## src/rtl/pipeline_hazard_ctrl_if.sv

```systemverilog
// Signal bundle between the 5-stage pipeline datapath and the hazard/trap
// sequencer. All signals are plain per-cycle levels with no valid/ready pairs.
// The only request/response pair is irq (a level held by the peripherals) and
// irq_ack (a single-cycle pulse issued in the cycle the interrupt is taken).
interface pipeline_hazard_ctrl_if;
    // Hazard and trap sources coming from the datapath
    logic       id_ex_memrd;
    logic [4:0] id_ex_rt;
    logic [4:0] if_id_rs;
    logic [4:0] if_id_rt;
    logic       if_id_uses_rt;
    logic       ex_branch_taken;
    logic       id_jump;
    logic       id_exception;
    logic       kernel_mode;
    logic       irq;

    // Pipeline control driven back into the datapath
    logic       pc_write;
    logic       if_id_write;
    logic       if_id_flush;
    logic       id_ex_flush;
    logic [2:0] pc_ovr;
    logic       epc_capture;
    logic       irq_ack;
    logic       in_guard;

    // Datapath side: supplies the hazard sources, consumes the controls
    modport master (
        output id_ex_memrd, id_ex_rt, if_id_rs, if_id_rt, if_id_uses_rt,
               ex_branch_taken, id_jump, id_exception, kernel_mode, irq,
        input  pc_write, if_id_write, if_id_flush, id_ex_flush, pc_ovr,
               epc_capture, irq_ack, in_guard
    );

    // Sequencer side
    modport slave (
        input  id_ex_memrd, id_ex_rt, if_id_rs, if_id_rt, if_id_uses_rt,
               ex_branch_taken, id_jump, id_exception, kernel_mode, irq,
        output pc_write, if_id_write, if_id_flush, id_ex_flush, pc_ovr,
               epc_capture, irq_ack, in_guard
    );
endinterface

```

## src/rtl/pipeline_hazard_ctrl.sv

```systemverilog
// Stall/flush/trap sequencer for the 5-stage MIPS pipeline.
// Resolves load-use, taken-branch and jump hazards, schedules interrupt and
// exception entry, and holds off interrupts for a guard window after a trap
// so that kernel mode has time to reach ID. in_guard exposes the FSM state.
module pipeline_hazard_ctrl #(
    parameter int GUARD_CYCLES = 3   // legal range 1..15
) (
    input  logic                         clk,
    input  logic                         reset,   // asynchronous, active-low
    pipeline_hazard_ctrl_if.slave        bus
);

    typedef enum logic {
        RUN   = 1'b0,
        GUARD = 1'b1
    } state_t;

    localparam logic [2:0] OVR_NONE = 3'd0;
    localparam logic [2:0] OVR_IRQ  = 3'd4;  // ILLOP interrupt vector
    localparam logic [2:0] OVR_EXC  = 3'd5;  // XADR exception vector
    localparam logic [3:0] GUARD_INIT = 4'(GUARD_CYCLES - 1);

    state_t     state, state_nx;
    logic [3:0] guard_cnt, guard_cnt_nx;
    logic       irq_pend, irq_pend_nx;

    logic       load_use;
    logic       int_take;
    logic       take_irq;

    // Load in EX whose destination is read by the instruction in ID ($0 never hazards)
    always_comb begin
        load_use = bus.id_ex_memrd && (bus.id_ex_rt != 5'd0) &&
                   ((bus.id_ex_rt == bus.if_id_rs) ||
                    (bus.if_id_uses_rt && (bus.id_ex_rt == bus.if_id_rt)));
        int_take = (state == RUN) && irq_pend && !bus.kernel_mode && !load_use;
    end

    // State, guard counter and pending-interrupt latch
    always_ff @(posedge clk or negedge reset) begin
        if (!reset) begin
            state     <= RUN;
            guard_cnt <= 4'd0;
            irq_pend  <= 1'b0;
        end else begin
            state     <= state_nx;
            guard_cnt <= guard_cnt_nx;
            irq_pend  <= irq_pend_nx;
        end
    end

    // Priority resolution of hazards/traps plus next-state logic
    always_comb begin
        bus.pc_write    = 1'b1;
        bus.if_id_write = 1'b1;
        bus.if_id_flush = 1'b0;
        bus.id_ex_flush = 1'b0;
        bus.pc_ovr      = OVR_NONE;
        bus.epc_capture = 1'b0;
        bus.irq_ack     = 1'b0;
        bus.in_guard    = (state == GUARD);
        state_nx        = state;
        guard_cnt_nx    = guard_cnt;
        take_irq        = 1'b0;

        // Guard window countdown; a new trap below overrides it
        if (state == GUARD) begin
            if (guard_cnt == 4'd0) begin
                state_nx = RUN;
            end else begin
                guard_cnt_nx = guard_cnt - 4'd1;
            end
        end

        if (bus.ex_branch_taken) begin
            // Anything in ID is wrong-path, including a trap it would raise
            bus.if_id_flush = 1'b1;
            bus.id_ex_flush = 1'b1;
        end else if (bus.id_exception) begin
            bus.if_id_flush = 1'b1;
            bus.id_ex_flush = 1'b1;
            bus.pc_ovr      = OVR_EXC;
            bus.epc_capture = 1'b1;
            state_nx        = GUARD;
            guard_cnt_nx    = GUARD_INIT;
        end else if (int_take) begin
            // A jump in ID is flushed too; EPC holds it so it re-executes
            bus.if_id_flush = 1'b1;
            bus.id_ex_flush = 1'b1;
            bus.pc_ovr      = OVR_IRQ;
            bus.epc_capture = 1'b1;
            bus.irq_ack     = 1'b1;
            take_irq        = 1'b1;
            state_nx        = GUARD;
            guard_cnt_nx    = GUARD_INIT;
        end else if (load_use) begin
            // Single bubble: the bubble clears id_ex_memrd next cycle
            bus.pc_write    = 1'b0;
            bus.if_id_write = 1'b0;
            bus.id_ex_flush = 1'b1;
        end else if (bus.id_jump) begin
            bus.if_id_flush = 1'b1;
        end

        // Taking the interrupt clears the latch even if irq is still high
        if (take_irq) begin
            irq_pend_nx = 1'b0;
        end else begin
            irq_pend_nx = irq_pend || bus.irq;
        end
    end

endmodule

```

## src/flat_wrapper.sv

```systemverilog
// flat-port wrapper written by rule: the top's interface ports become plain ports
module pipeline_hazard_ctrl_flat 
#(
    parameter int GUARD_CYCLES = 3                       
)
  (clk, reset, bus_id_ex_memrd, bus_id_ex_rt, bus_if_id_rs, bus_if_id_rt, bus_if_id_uses_rt, bus_ex_branch_taken, bus_id_jump, bus_id_exception, bus_kernel_mode, bus_irq, bus_pc_write, bus_if_id_write, bus_if_id_flush, bus_id_ex_flush, bus_pc_ovr, bus_epc_capture, bus_irq_ack, bus_in_guard);
  pipeline_hazard_ctrl_if bus_i ();
  input  logic clk;
  input  logic reset;
  input wire logic [$bits(bus_i.id_ex_memrd)-1:0] bus_id_ex_memrd;
  input wire logic [$bits(bus_i.id_ex_rt)-1:0] bus_id_ex_rt;
  input wire logic [$bits(bus_i.if_id_rs)-1:0] bus_if_id_rs;
  input wire logic [$bits(bus_i.if_id_rt)-1:0] bus_if_id_rt;
  input wire logic [$bits(bus_i.if_id_uses_rt)-1:0] bus_if_id_uses_rt;
  input wire logic [$bits(bus_i.ex_branch_taken)-1:0] bus_ex_branch_taken;
  input wire logic [$bits(bus_i.id_jump)-1:0] bus_id_jump;
  input wire logic [$bits(bus_i.id_exception)-1:0] bus_id_exception;
  input wire logic [$bits(bus_i.kernel_mode)-1:0] bus_kernel_mode;
  input wire logic [$bits(bus_i.irq)-1:0] bus_irq;
  output wire logic [$bits(bus_i.pc_write)-1:0] bus_pc_write;
  output wire logic [$bits(bus_i.if_id_write)-1:0] bus_if_id_write;
  output wire logic [$bits(bus_i.if_id_flush)-1:0] bus_if_id_flush;
  output wire logic [$bits(bus_i.id_ex_flush)-1:0] bus_id_ex_flush;
  output wire logic [$bits(bus_i.pc_ovr)-1:0] bus_pc_ovr;
  output wire logic [$bits(bus_i.epc_capture)-1:0] bus_epc_capture;
  output wire logic [$bits(bus_i.irq_ack)-1:0] bus_irq_ack;
  output wire logic [$bits(bus_i.in_guard)-1:0] bus_in_guard;
  assign bus_i.id_ex_memrd = bus_id_ex_memrd;
  assign bus_i.id_ex_rt = bus_id_ex_rt;
  assign bus_i.if_id_rs = bus_if_id_rs;
  assign bus_i.if_id_rt = bus_if_id_rt;
  assign bus_i.if_id_uses_rt = bus_if_id_uses_rt;
  assign bus_i.ex_branch_taken = bus_ex_branch_taken;
  assign bus_i.id_jump = bus_id_jump;
  assign bus_i.id_exception = bus_id_exception;
  assign bus_i.kernel_mode = bus_kernel_mode;
  assign bus_i.irq = bus_irq;
  assign bus_pc_write = bus_i.pc_write;
  assign bus_if_id_write = bus_i.if_id_write;
  assign bus_if_id_flush = bus_i.if_id_flush;
  assign bus_id_ex_flush = bus_i.id_ex_flush;
  assign bus_pc_ovr = bus_i.pc_ovr;
  assign bus_epc_capture = bus_i.epc_capture;
  assign bus_irq_ack = bus_i.irq_ack;
  assign bus_in_guard = bus_i.in_guard;
  pipeline_hazard_ctrl #(.GUARD_CYCLES(GUARD_CYCLES)) u_core (.clk(clk), .reset(reset), .bus(bus_i));
endmodule
```

## config.mk

```make
export PLATFORM = sky130hd
export DESIGN_NAME = pipeline_hazard_ctrl_flat
export DESIGN_NICKNAME = d
export VERILOG_FILES = /design/src/rtl/pipeline_hazard_ctrl_if.sv /design/src/rtl/pipeline_hazard_ctrl.sv /design/src/flat_wrapper.sv
export SDC_FILE = /design/constraint.sdc
export NUM_CORES = 1
export LEC_CHECK = 0
export ABC_AREA = 1
export CAP_MARGIN = 30
export CELL_PAD_IN_SITES_DETAIL_PLACEMENT = 1
export CELL_PAD_IN_SITES_GLOBAL_PLACEMENT = 1
export CORE_UTILIZATION = 38
export CTS_CLUSTER_SIZE = 16
export DETAILED_ROUTE_END_ITERATION = 8
export DONT_BUFFER_PORTS = 1
export GPL_TIMING_DRIVEN = 1
export PLACE_DENSITY_LB_ADDON = 0.05
export SLEW_MARGIN = 20
export SYNTH_ARGS = -nofsm -noshare
export SYNTH_HDL_FRONTEND = slang
export SYNTH_SLANG_ARGS = --single-unit
```

## constraint.sdc

```tcl
create_clock -name clk -period 1.81 [get_ports clk]
set_input_delay 0.362 -clock clk [delete_from_list [all_inputs] [get_ports clk]]
set_output_delay 0.362 -clock clk [all_outputs]
set_load 0.05 [all_outputs]
```

## Word-level counts from Yosys, hierarchy flattened

Cells that the tools add are included.

- Word-level logic and storage cells: 51
- Register bits: 6
- Output and inout bits: 10

- Reductions and logical operators: 12
- Equality and inequality tests: 2
- Bitwise logic cells: 1
- Add/subtract/negate cells: 1
- Multiplexer cells: 32

Operators with widths:

| operator | count |
|---|---|
| 1-bit 2-to-1 mux | 24 |
| 4-bit 2-to-1 mux | 5 |
| 5-bit == test | 2 |
| 3-bit 2-to-1 mux | 3 |
| 1-bit logical AND | 6 |
| 5-bit nonzero test | 1 |
| 4-bit logical NOT | 1 |
| 4-bit by 1-bit subtractor with 4-bit output, second input constant | 1 |
| 1-bit logical NOT | 2 |
| 1-bit logical OR | 2 |
| 1-bit inverter | 1 |

## Depth between registers and ports, before layout

Gate-level depths: netlist of the first run.

- Depth after elaboration: 10
- Mapped depth: 10
- Depth with buffers taken out: 10

## Worst setup path after synthesis of the first run

Ideal clock, no wire load.

- Path type: input to output
- Start point: input port bus_id_exception
- End point: output port bus_pc_ovr[2]
- Data arrival time: 1.774 ns
- Cell stages on the path: 5
- Setup slack: -0.326 ns
- Path through: inv_1 -> nor2_1 -> inv_1 -> nand2_4 -> buf_4

- Word-level cells in the longest chain between the ends: 2

RTL lines:

| item | RTL line | text |
|---|---|---|
| from (decl) | flat_wrapper.sv:17 | `input wire logic [$bits(bus_i.id_exception)-1:0] bus_id_exception;` |
| 3-bit 2-to-1 mux | pipeline_hazard_ctrl.sv:79 | `end else if (bus.id_exception) begin` |
| 3-bit 2-to-1 mux | pipeline_hazard_ctrl.sv:75 | `if (bus.ex_branch_taken) begin` |
| to (decl) | flat_wrapper.sv:24 | `output wire logic [$bits(bus_i.pc_ovr)-1:0] bus_pc_ovr;` |

Every way passes these cells.

## Worst setup path after layout of the first run

- Start point: register u_core.state, in the netlist u_core.bus.in_guard
- End point: output port bus_epc_capture

- Word-level cells in the longest chain between the ends: 7

RTL lines:

| item | RTL line | text |
|---|---|---|
| from (decl) | pipeline_hazard_ctrl.sv:23 | `state_t state, state_nx;` |
| from (signal assigned) | pipeline_hazard_ctrl.sv:46 | `state <= state_nx;` |
| 1-bit inverter | pipeline_hazard_ctrl.sv:36 | `int_take = (state == RUN) && irq_pend && !bus.kernel_mode && !load_use;` |
| 1-bit logical AND (3 in series) | pipeline_hazard_ctrl.sv:36 |  |
| 1-bit 2-to-1 mux | pipeline_hazard_ctrl.sv:86 | `end else if (int_take) begin` |
| 1-bit 2-to-1 mux | pipeline_hazard_ctrl.sv:79 |  |
| 1-bit 2-to-1 mux | pipeline_hazard_ctrl.sv:75 |  |
| to (decl) | flat_wrapper.sv:25 | `output wire logic [$bits(bus_i.epc_capture)-1:0] bus_epc_capture;` |

Every way passes these cells.

==> impl_table.tex, run 1 <==
\begin{tabular}{lr}
\hline
Metric & Value \\
\hline
\multicolumn{2}{l}{\textbf{Status}} \\
\quad Run status & complete, no violations \\
\multicolumn{2}{l}{\textbf{Detailed routing}} \\
\quad Count of antenna-violating nets left after detailed routing & 0 \\
\quad Violation count after the first detailed-route iteration & 10 \\
\quad \# DRC & 0 \\
\quad Per-cell routed wire length & $\sim$14 um \\
\quad Ratio of routed vias to standard cells & 5.00 \\
\quad Total routed wirelength & around 1800 um \\
\quad Pre-Repair DR Iteration Count & 4 \\
\quad Overall via count from detail\_route & 670 \\
\multicolumn{2}{l}{\textbf{Synth}} \\
\quad Xor and xnor area share after synthesis & 2.79\% \\
\quad Mapped Cells & a little over 100 \\
\quad Top cells by area in the synthesized netlist & dfrtp\_1, nand2\_1, inv\_1 \\
\quad Adder-Cell Fraction of Synth Area & 1.99\% \\
\quad Most frequent cell after synthesis & nand2\_1 \\
\quad Fraction of the yosys area taken by sequential cells & a little under a quarter \\
\quad Share of cell area taken by muxes after synthesis & 0\% \\
\quad Async set-reset flop share out of synthesis & between 90\% and 100\% \\
\quad Net count of the mapped netlist & 128 \\
\quad Largest family of logic cells by synthesized area & simple AND/OR/NAND/NOR gates \\
\quad Flip-flop cell with the highest count after synthesis & dfrtp\_1 \\
\quad Cell taking the most area after synthesis & dfrtp\_1 \\
\quad Library cells used by synthesis & 23 \\
\quad Register bit total from synthesis & 6 \\
\quad Synthesized-area fraction occupied by and/or/nand/nor cells & a little under half \\
\quad Average size of a mapped cell & approximately 6.1 um\^{}2 \\
\quad Synthesized cell area & approximately 630 um\^{}2 \\
\quad Complex-gate fraction of the synthesized area & under 10\% \\
\quad Count of flip-flops with a built-in enable after synthesis & 0 \\
\quad Top cell type's share of synthesized area & 23.9\% \\
\quad Most common library cells after synthesis & nand2\_1, inv\_1, nand3\_1, nor2\_1, nor2\_2 \\
\quad Number of warnings printed during yosys synthesis & 0 \\
\multicolumn{2}{l}{\textbf{Clock network}} \\
\quad Maximum clock path buffer count & 2 \\
\quad Clock latency on the worst-skew pair & 0.25 ns \\
\quad Clock-pin slew of the registers on the worst-case setup and hold paths & roughly 0.04 ns \\
\quad TritonCTS clock tree & done \\
\quad Total clock buffers created by CTS & 3 \\
\quad H-tree Lvls & 1 \\
\quad Total clock sinks & 6 \\
\quad Clk root buf & clkbuf\_4 \\
\multicolumn{2}{l}{\textbf{Die}} \\
\quad Starting density of the core & 41.2\% \\
\quad Height of the chip & between 40 and 50 um \\
\quad Total I/O pin count & 34 \\
\quad Area of the core & about 1500 um\^{}2 \\
\quad Die area & 1820 um\^{}2 \\
\quad Count of standard-cell rows & 14 \\
\quad Die Wd & 42.7 um \\
\multicolumn{2}{l}{\textbf{Power and ir drop}} \\
\quad Static power due to leakage & 0.470 nW \\
\quad VDD IR-drop max & between 500 and 600 uV \\
\quad Switching Power & 0.000429 W \\
\quad Internal Power & roughly 0.00048 W \\
\quad Relative contribution of combinational cells to total power & between 60 and 70\% \\
\quad Clock network fraction of total power & between 10\% and 20\% \\
\quad Total Power & 0.000911 W \\
\quad Switching Fraction & a little under half \\
\quad Power per unit of standard cell area & between 1000 and 1500 nW/um\^{}2 \\
\quad Sequential cell fraction of total power & 24.9\% \\
\multicolumn{2}{l}{\textbf{Critical path}} \\
\quad Peak fanout along the critical path & 5 \\
\quad Crit path launch type & flop \\
\quad Worst EP arrival & 1.44 ns \\
\quad Crit. End Element & primary output \\
\quad Critical path start-end classification & reg2out \\
\quad R2r setup slk & 0.23 ns \\
\quad Endpoint required time on the critical path & between 1 and 1.5 ns \\
\multicolumn{2}{l}{\textbf{STA}} \\
\quad Setup violators final & 0 \\
\quad Slew Viols, Final & 0 \\
\quad Period utilization & just under 100\% \\
\quad Setup repair after global routing missed its margin & yes \\
\quad Crit path setup slack, layout & about 0.0093 ns \\
\quad Clock period minus worst slack & between 1.5 and 2 ns \\
\quad Setup TNS after final layout & 0 ns \\
\quad Worst hold slack & 0.317 ns \\
\quad Post-route clock skew & between 0.004 and 0.005 ns \\
\quad Achievable clock frequency & about 560 MHz \\
\quad Number of hold-slack violations in the final timing report & 0 \\
\multicolumn{2}{l}{\textbf{Global routing}} \\
\quad Number of antenna violations at the first check in global routing & 0 \\
\quad Largest net degree at the start of global routing & 7 \\
\quad Total overflow reported by the global router & 0 \\
\quad Global-route wire length before repair & 2830 um \\
\quad Total global-route track usage & 20.7\% \\
\quad Via count of the first global-routing pass & between 600 and 700 \\
\multicolumn{2}{l}{\textbf{Final layout}} \\
\quad Multi-input gate area & about 380 um\^{}2 \\
\quad Final standard cell count with taps included and fillers excluded & about 130 \\
\quad Count of antenna diodes in the layout & 0 \\
\quad Filler cell count in the final layout & 214 \\
\quad Nets & 145 \\
\quad Share of layout cells above drive strength 1 & approximately a third \\
\quad Seq. cell area & 150 um\^{}2 \\
\quad Area growth from synthesis to layout & 32.1\% \\
\multicolumn{2}{l}{\textbf{Min path}} \\
\quad Tightest Hold Check Type & in2reg \\
\multicolumn{2}{l}{\textbf{Job}} \\
\quad Reported max-cap violation count & 0 \\
\multicolumn{2}{l}{\textbf{Placement}} \\
\quad Total half-perimeter wirelength after legalization and detailed placement & roughly 1400 um \\
\quad Number of cells in the design after placement & about 120 \\
\quad Worst slack at placement & approximately 0.19 ns \\
\quad Gp weighted congestion & $\sim$0.86 \\
\quad I/O Buffers & 0 \\
\hline
\end{tabular}
-- cell usage in the layout (no fill, tap or decap), types with 2 or more instances in the layout --
| cell | n |
|---|---|
| nand2_4 | 2 |
| nand4_1 | 2 |
| a21oi_1 | 3 |
| nor2_1 | 6 |
| buf_4 | 10 |
| nand3_1 | 6 |
| nand2_1 | 28 |
| clkbuf_4 | 3 |
| inv_2 | 5 |
| buf_12 | 3 |
| inv_1 | 20 |
| dfrtp_1 | 6 |
| nor2_2 | 7 |
-- cell families (layout without fill, tap and decap cells) --
family / after synthesis / after routing
compound gates: 7 / 7
xor+xnor: 2 / 2
fa+ha+maj: 1 / 1
buf+inv: 28 / 43
flops: 6 / 6
other cells: 1 / 1
simple gates: 58 / 58
-- final timing paths --
check / start / end / cells past startpoint
max in group asynchronous: reset / u_core.guard_cnt[3] / 1
worst min register to register: u_core.guard_cnt[1] / u_core.guard_cnt[1] / 2
worst max-delay path: u_core.bus.in_guard / bus_epc_capture / 6
min in group asynchronous: reset / u_core.irq_pend / 1
worst max register to register: u_core.guard_cnt[0] / u_core.guard_cnt[1] / 7
worst min-delay path: bus_irq / u_core.irq_pend / 3
-- routing by layer --
metal  share of wire (%)  vias up  GRT usage [%]
met1                  40      309           26.2
met3                 6.3        0           6.38
met4                   0        0           6.88
met5                   0        -              0
met2                  53       25           33.3
li1                    -      336              -
-- layout make-up --
| cell class | count | area share, % |
|---|---|---|
| Sequential cell | 6 | 18.1 |
| Timing Repair Buffer | 15 | 19.3 |
| Inverter | 25 | 11.3 |
| Clock buffer | 3 | 2.71 |
| Multi-Input combinational cell | 69 | 46.2 |
| Tap cell | 16 | 2.41 |
-- timing repair --
item / 4_1_cts / 5_1_grt
hold buffers: 1 / 0
pin swaps: 1 / 3
endpoints found under the hold margin: 6 / 0
setup endpoints to repair: 2 / 2
resized for setup: 1 / 4
setup buffers: 1 / 5
-- power by group through the flow --
stage	combinational [W]	clock [W]	sequential, W
2_1_floorplan	0.000321	0	0.000264
6_report	0.000562	0.000122	0.000227
3_5_place_dp	0.000485	0	0.000229
4_1_cts	0.000502	0.000130	0.000227
5_1_grt	0.000611	0.000135	0.000235
3_3_place_gp	0.000467	0	0.000224
-- worst max-delay path, stage by stage, from the launching register on --
cell and delay (ns):
dfrtp_1 0.39, nor3_2 0.25, inv_2 0.09, nor2_4 0.14, nand2_4 0.09, nand2_8 0.09, buf_8 0.15
-- flip-flops by register name (all words and copies together) (netlist names) --
signal,count
u_core.guard_cnt,4
u_core.irq_pend,1
u_core.bus.in_guard,1
-- per-stage QoR --
stage / instance area (um^2) / util [%]
floorplan: 636 / -
CTS: 774 / 50.8
finish: 830 / 54.4
global placement: 731 / 47.9
global route: 830 / 54.4
detailed placement: 731 / 47.9
No activity file was read; power rests on OpenSTA's default activity.
==> inputs of run 2 (changes only) <==
--- a/config.mk
+++ b/config.mk
@@ -5,11 +5,10 @@
 export SDC_FILE = /design/constraint.sdc
 export NUM_CORES = 1
 export LEC_CHECK = 0
-export ABC_AREA = 1
 export CAP_MARGIN = 30
 export CELL_PAD_IN_SITES_DETAIL_PLACEMENT = 1
 export CELL_PAD_IN_SITES_GLOBAL_PLACEMENT = 1
-export CORE_UTILIZATION = 38
+export CORE_UTILIZATION = 39
 export CTS_CLUSTER_SIZE = 16
 export DETAILED_ROUTE_END_ITERATION = 8
 export DONT_BUFFER_PORTS = 1
==> impl_table.tex, run 2 <==
\begin{tabular}{lr}
\hline
Metric & Value \\
\hline
\multicolumn{2}{l}{\textbf{Detailed routing}} \\
\quad Per-cell routed wire length & approximately 18 um \\
\quad Pre-Repair DR Iteration Count & 4 \\
\quad Count of antenna-violating nets left after detailed routing & 0 \\
\quad \# DRC & 0 \\
\quad Overall via count from detail\_route & 510 \\
\quad Total routed wirelength & between 1500 and 2000 um \\
\quad Violation count after the first detailed-route iteration & 4 \\
\quad Ratio of routed vias to standard cells & around 5.7 \\
\multicolumn{2}{l}{\textbf{Synth}} \\
\quad Fraction of the yosys area taken by sequential cells & between 20 and 30\% \\
\quad Register bit total from synthesis & 6 \\
\quad Cell taking the most area after synthesis & dfrtp\_1 \\
\quad Net count of the mapped netlist & 86 \\
\quad Async set-reset flop share out of synthesis & 100\% \\
\quad Flip-flop cell with the highest count after synthesis & dfrtp\_1 \\
\quad Library cells used by synthesis & 26 \\
\quad Number of warnings printed during yosys synthesis & 0 \\
\quad Count of flip-flops with a built-in enable after synthesis & 0 \\
\quad Mapped Cells & 61 \\
\quad Top cells by area in the synthesized netlist & dfrtp\_1, xnor2\_1, xor2\_1 \\
\quad Average size of a mapped cell & $\sim$8.5 um\^{}2 \\
\quad Most frequent cell after synthesis & nor2\_1 \\
\quad Synthesized cell area & between 500 and 600 um\^{}2 \\
\quad Top cell type's share of synthesized area & approximately 29\% \\
\quad Most common library cells after synthesis & nor2\_1, xnor2\_1, dfrtp\_1, nand2\_1 \\
\multicolumn{2}{l}{\textbf{Power and ir drop}} \\
\quad Static power due to leakage & between 0.3 and 0.4 nW \\
\quad Total Power & between 0.0008 and 0.0009 W \\
\quad Clock network fraction of total power & about 16\% \\
\quad Power per unit of standard cell area & 1130 nW/um\^{}2 \\
\quad Internal Power & approximately 0.00047 W \\
\quad Sequential cell fraction of total power & between 20\% and 30\% \\
\quad Switching Fraction & 45.9\% \\
\quad VDD IR-drop max & 855 uV \\
\quad Relative contribution of combinational cells to total power & approximately 58\% \\
\quad Switching Power & roughly 0.0004 W \\
\multicolumn{2}{l}{\textbf{Clock network}} \\
\quad Maximum clock path buffer count & 2 \\
\quad H-tree Lvls & 1 \\
\quad Clock-pin slew of the registers on the worst-case setup and hold paths & about 0.060 ns \\
\quad Clock latency on the worst-skew pair & between 0.2 and 0.3 ns \\
\quad Clk root buf & clkbuf\_4 \\
\quad Total clock buffers created by CTS & 3 \\
\quad TritonCTS clock tree & done \\
\quad Total clock sinks & 6 \\
\multicolumn{2}{l}{\textbf{Global routing}} \\
\quad Total overflow reported by the global router & 0 \\
\quad Via count of the first global-routing pass & $\sim$540 \\
\quad Global-route wire length before repair & between 2000 and 2500 um \\
\quad Number of antenna violations at the first check in global routing & 0 \\
\quad Total global-route track usage & approximately a quarter \\
\quad Largest net degree at the start of global routing & 7 \\
\multicolumn{2}{l}{\textbf{Placement}} \\
\quad Total half-perimeter wirelength after legalization and detailed placement & about 1300 um \\
\quad Number of cells in the design after placement & 82 \\
\quad Gp weighted congestion & between 0.6 and 0.7 \\
\quad Dpl cell area & 694 um\^{}2 \\
\quad Worst slack at placement & -0.337 ns \\
\quad I/O Buffers & 0 \\
\multicolumn{2}{l}{\textbf{Critical path}} \\
\quad Crit. End Element & primary output \\
\quad Critical path origin & bus\_id\_ex\_rt[0] \\
\quad Cell occurring most often along the worst timing path & or4\_4 \\
\quad Critical path start-end classification & in2out \\
\quad Endpoint required time on the critical path & between 1 and 1.5 ns \\
\quad List of cells traversed by the critical path & or4\_4, o21ai\_4, o21ba\_4, or4\_4 \\
\quad Reg2Reg Launch Point & u\_core.irq\_pend \\
\quad Crit path launch type & input pin \\
\quad Peak fanout along the critical path & 3 \\
\quad Largest stage delay on the critical path & roughly 0.54 ns \\
\quad CP max-delay cell & or4\_4 \\
\quad Reg2reg path depth & 7 \\
\quad Worst EP arrival & approximately 1.8 ns \\
\multicolumn{2}{l}{\textbf{Final layout}} \\
\quad Number of flip-flops under the largest register name & 4 \\
\quad Area of all placed cells without fillers & around 760 um\^{}2 \\
\quad Final standard cell count with taps included and fillers excluded & between 80 and 90 \\
\quad Nets & roughly 100 \\
\quad Register name with the most flops & u\_core.guard\_cnt \\
\quad Area growth from synthesis to layout & 48.1\% \\
\quad Share of layout cells above drive strength 1 & between 30\% and 40\% \\
\quad Count of antenna diodes in the layout & 0 \\
\quad Most used cells in the layout excluding fill and tap cells & nor2\_1, buf\_4, xnor2\_1 \\
\multicolumn{2}{l}{\textbf{Die}} \\
\quad Area of the core & 1170 um\^{}2 \\
\quad Starting density of the core & around 44\% \\
\quad Height of the chip & roughly 38 um \\
\quad Total I/O pin count & 34 \\
\quad Count of standard-cell rows & 12 \\
\quad Die area & 1470 um\^{}2 \\
\quad Die Wd & 38.4 um \\
\multicolumn{2}{l}{\textbf{STA}} \\
\quad Achievable clock frequency & $\sim$470 MHz \\
\quad Setup repair after global routing missed its margin & yes \\
\quad Clock period minus worst slack & roughly 2.1 ns \\
\quad Slew @ Worst Pin & 0.538 ns \\
\quad Slew Viols, Final & 0 \\
\quad Period utilization & 117\% \\
\quad Post-route clock skew & roughly 0.013 ns \\
\quad Number of hold-slack violations in the final timing report & 0 \\
\quad Setup violators final & 7 \\
\quad Worst slew margin & between 60\% and 70\% \\
\quad Crit path setup slack, layout & -0.314 ns \\
\multicolumn{2}{l}{\textbf{Job}} \\
\quad Reported max-cap violation count & 0 \\
\multicolumn{2}{l}{\textbf{Min path}} \\
\quad Startpoint of the tightest hold check path & bus\_ex\_branch\_taken \\
\quad Tightest Hold Check Type & in2reg \\
\quad Number of cells on the worst hold path & 1 \\
\multicolumn{2}{l}{\textbf{Status}} \\
\quad Run status & finished with violations \\
\quad Violated checks & setup timing \\
\hline
\end{tabular}
-- run 2: logic make-up (layout without fill, tap and decap cells) --
kind of cell / Yosys count / in the layout / synth area share (%)
buffers and inverters: 7 / 21 / 7.28
and+or+nand+nor: 25 / 25 / 25.0
AOI/OAI and AO/OA: 10 / 10 / 16.7
xor gates and xnor gates: 11 / 11 / 18.7
adders and majority gates: 1 / 1 / 2.43
DFF: 6 / 6 / 29.1
other: 1 / 1 / 0.727
-- run 2: critical path: cells and delay by family --
family	cells	cell delay, ns
and+or+nand+nor	2	1.07
AOI/OAI and AO/OA	2	0.33
-- run 2: power by group through the flow --
stage / Sequential, W / Combinational, W / Clock, W
final: 0.000228 / 0.000498 / 0.000140
after global routing: 0.000233 / 0.000532 / 0.000151
after CTS: 0.000226 / 0.000483 / 0.000143
after detailed placement: 0.000228 / 0.000473 / 0
after global placement: 0.000223 / 0.000431 / 0
after floorplan: 0.000262 / 0.000316 / 0
-- run 2: timing repair --
item                                    CTS  global route
resized for setup                         2             1
hold buffers                              1             0
hold endpoints to repair                  6             0
buffers inserted                          0             2
endpoints found under the setup margin    7             7
pin swaps                                 0             1
-- run 2: metrics by stage --
stage                     TNS, ns  hold slack (ns)  utilization, %
after floorplan             -1.04           0.0664               -
after global placement      -1.27           0.0665            59.3
after detailed placement    -2.32           0.0665            59.3
after CTS                   -1.52            0.264            63.6
after global routing        -1.77            0.268            65.2
final                       -1.62            0.257            65.2
-- run 2: cell type report --
type | instances | area [um^2]
fill | 129 | 408
tap | 14 | 17.5
timing repair buffer | 13 | 141
clock buffer | 4 | 26.3
multi-input combinational | 48 | 412
sequential | 6 | 151
inverter | 4 | 15.0
-- run 2: layer usage --
metal / wire [um] / track usage [%]
met2: 913 / 48.3
met3: 108 / 6.98
met5: 0 / 0
met1: 587 / 23.3
met4: 0 / 3.45
-- run 2: final timing paths --
check                                       to  slack [ns]
min                        u_core.bus.in_guard        0.26
min reg2reg                u_core.guard_cnt[1]        0.52
max                            bus_id_ex_flush       -0.31
max in group asynchronous  u_core.bus.in_guard        1.11
max reg2reg                u_core.guard_cnt[1]        0.08
min in group asynchronous      u_core.irq_pend        0.44
==> RTL change: new RTL, settings of run 1 <==
Make the reset (`reset`) synchronous in one clocked block. Comments in the files are not updated.
--- a/src/rtl/pipeline_hazard_ctrl.sv
+++ b/src/rtl/pipeline_hazard_ctrl.sv
@@ -37,7 +37,7 @@
     end
 
     // State, guard counter and pending-interrupt latch
-    always_ff @(posedge clk or negedge reset) begin
+    always_ff @(posedge clk) begin
         if (!reset) begin
             state     <= RUN;
             guard_cnt <= 4'd0;
Formal check against the unedited RTL: differs if reset is asserted again (counterexample within 4 cycles, from zero or initial values and one cycle with reset low); with reset held inactive, the same outputs for 10 cycles.
==> RTL change against run 1 <==
- area after synthesis is 4.4% lower
- maximum frequency is 5.8% higher
- non-clock buffer count is 8 lower
- sequential cell count stayed put
- global-route usage is 2.8 points lower
- design area is 12% lower
- wire length is 21% lower
- worst setup slack better by 99 ps
- critical endpoint is now bus_pc_ovr[2]
- largest cell class unchanged
Power is not compared: it rests on default switching activity, and its combinational part moved more than twofold at a synthesized area within 25%.
==> RTL change: results (changes against run 1) <==
[metrics] run status: completed (unchanged)
[metrics] leakage component of the power: approximately 0.41 nW
[metrics] Async S/R FF share, synth: 0% (was 100%)
[metrics] Initial DRT Pass Iterations: 2 (was 4)
[metrics] synth top area cells: sky130_fd_sc_hd__dfxtp_1 (20%), sky130_fd_sc_hd__nand2_1 (19%), sky130_fd_sc_hd__inv_1 (14%) (was sky130_fd_sc_hd__dfrtp_1 (24%), sky130_fd_sc_hd__nand2_1 (17%), sky130_fd_sc_hd__inv_1 (13%))
[metrics] top cells by count, synth: sky130_fd_sc_hd__nand2_1 (30), sky130_fd_sc_hd__inv_1 (22), sky130_fd_sc_hd__nor2_1 (13) (was sky130_fd_sc_hd__nand2_1 (28), sky130_fd_sc_hd__inv_1 (21), sky130_fd_sc_hd__nand3_1 (7), sky130_fd_sc_hd__nor2_1 (7), sky130_fd_sc_hd__nor2_2 (7))
[metrics] Tightest Hold Check Type: input port to flop (unchanged)
[metrics] Buffers on Ports: 0 (unchanged)
[metrics] worst-path fanout max: 4 (was 5)
[metrics] global-route wire length before repair: 2430 microns (was 2830 microns)
[metrics] count of placed standard cells in the final layout, fillers left out: 130 (was 134)
[metrics] highest ir drop seen on vdd: between 0.3 and 0.4 mV
[metrics] Final nets: 142 (was 145)
[metrics] final weighted congestion in routability-driven placement: 0.760 (was 0.859)
[metrics] worst reg2reg path startpoint: u_core.guard_cnt[0] (unchanged)
[metrics] CTS Buf Count: 3 (unchanged)
[metrics] Hold Crit Endpoint: u_core.guard_cnt[1] (was u_core.irq_pend)
[metrics] total routed wirelength: 1450 microns (was 1820 microns)
[metrics] ratio of cells with drive above 1 in the final layout: 23.5% (was 32.2%)
[metrics] Post-Synthesis Cells: 108 (was 103)
[metrics] worst hold path stage count: 2 (was 3)
[metrics] start point of the critical path: u_core.bus.in_guard (unchanged)
[metrics] combined global-route utilization of all metal layers: 17.9% (was 20.7%)
[metrics] overall via count from detail_route: 633 (was 670)
[metrics] via count of the first global-routing pass: 619 (was 669)
[metrics] largest net degree at the start of global routing: 6 (was 7)
[metrics] start point of the worst min-delay path: reset (was bus_irq)
[metrics] Main synth FF type: sky130_fd_sc_hd__dfxtp_1 (was sky130_fd_sc_hd__dfrtp_1)
[metrics] sequential cell area fraction in the yosys report: 20.0% (was 23.9%)
[metrics] DRT iter0 DRCs: 3 (was 10)
[metrics] Worst R2R Setup Slack: 360 ps (was 230 ps)
[metrics] most flop-heavy register: u_core.guard_cnt (unchanged)
[metrics] logic depth of the worst register-to-register path: 9 (was 7)
[metrics] post-detailed-placement half-perimeter wirelength: 1270 microns (was 1380 microns)
[metrics] number of different library cells in the post-synthesis netlist: 24 (was 23)
[metrics] critical path's slowest cell: sky130_fd_sc_hd__dfxtp_1 (was sky130_fd_sc_hd__dfrtp_1)
[metrics] slowest stage delay, CP: 330 ps (was 390 ps)
[metrics] Filler Cell Count: 197 (was 214)
[metrics] post-cts sizing count: 0 (was 1)
[metrics] Critical R2R Capture: u_core.guard_cnt[1] (unchanged)
[metrics] post-CTS repair timing setup buffer count: 0 (was 1)
[metrics] Fin Clk Skew: 0.925 ps (was 4.85 ps)
RTL change: metrics by stage:
stage               worst slack (ps)  cell area, sq um  hold slack (ps)  util (%)  total power [mW]
floorplan                      -93.0               613              460         -             0.268
global placement                 205               699              471      50.6             0.297
detailed placement               162               699              468      50.6             0.301
CTS                             49.9               722              216      52.2             0.428
global route                    33.4               728              237      52.7             0.452
finish                           108               728              222      52.7             0.424
RTL change: per-layer routing:
metal | GRT usage (%) | share of wire, % | vias up | routed length, microns
li1 | - | - | 333 | -
met1 | 21.3 | 44 | 278 | 641
met2 | 33.1 | 49 | 22 | 705
met3 | 3.04 | 6.8 | 0 | 99
met4 | 3.87 | 0 | 0 | 0
met5 | 0 | 0 | - | 0
RTL change: final cells by class:
class,instances,share of cell area (%)
clock buffer,3,3.09
inverter,26,13.4
multi-input combinational,73,52.1
sequential,6,16.5
tap,15,2.58
timing repair buffer,7,12.4
RTL change: worst register-to-register path, stage by stage (launching register included):
cell and delay (ps):
sky130_fd_sc_hd__dfxtp_1 310, sky130_fd_sc_hd__inv_1 80, sky130_fd_sc_hd__ha_1 170, sky130_fd_sc_hd__inv_1 70
sky130_fd_sc_hd__o31ai_2 350, sky130_fd_sc_hd__nor2_1 70, sky130_fd_sc_hd__a21oi_1 120, sky130_fd_sc_hd__nand3_1 80
sky130_fd_sc_hd__nand2_1 60, sky130_fd_sc_hd__inv_1 30
RTL change: logic make-up (layout without fill, tap and decap cells):
logic type,after synthesis,in the layout,synth area share (%)
DFF,6,6,20.0
AOI/OAI and AO/OA,10,10,11.0
buffers and inverters,29,36,20.0
adders and majority gates,1,1,2.08
xor gates and xnor gates,2,2,2.92
other,1,1,0.624
and+or+nand+nor,59,59,43.3
RTL change: worst max-delay path by stage:
stage / depth (start not counted) / to / slack, ps
CTS: 6 / bus_pc_ovr[2] / 50
finish: 6 / bus_pc_ovr[2] / 110
global route: 6 / bus_pc_ovr[2] / 30
floorplan: 5 / bus_pc_ovr[2] / -90
detailed placement: 8 / bus_irq_ack / 160
global placement: 8 / bus_irq_ack / 200
RTL change: power breakdown:
part           internal [mW]  total, mW  switching [mW]  leakage [nW]
combinational         0.0539      0.154           0.100         0.343
clock                 0.0750      0.123          0.0479        0.0138
sequential             0.141      0.147         0.00615        0.0492
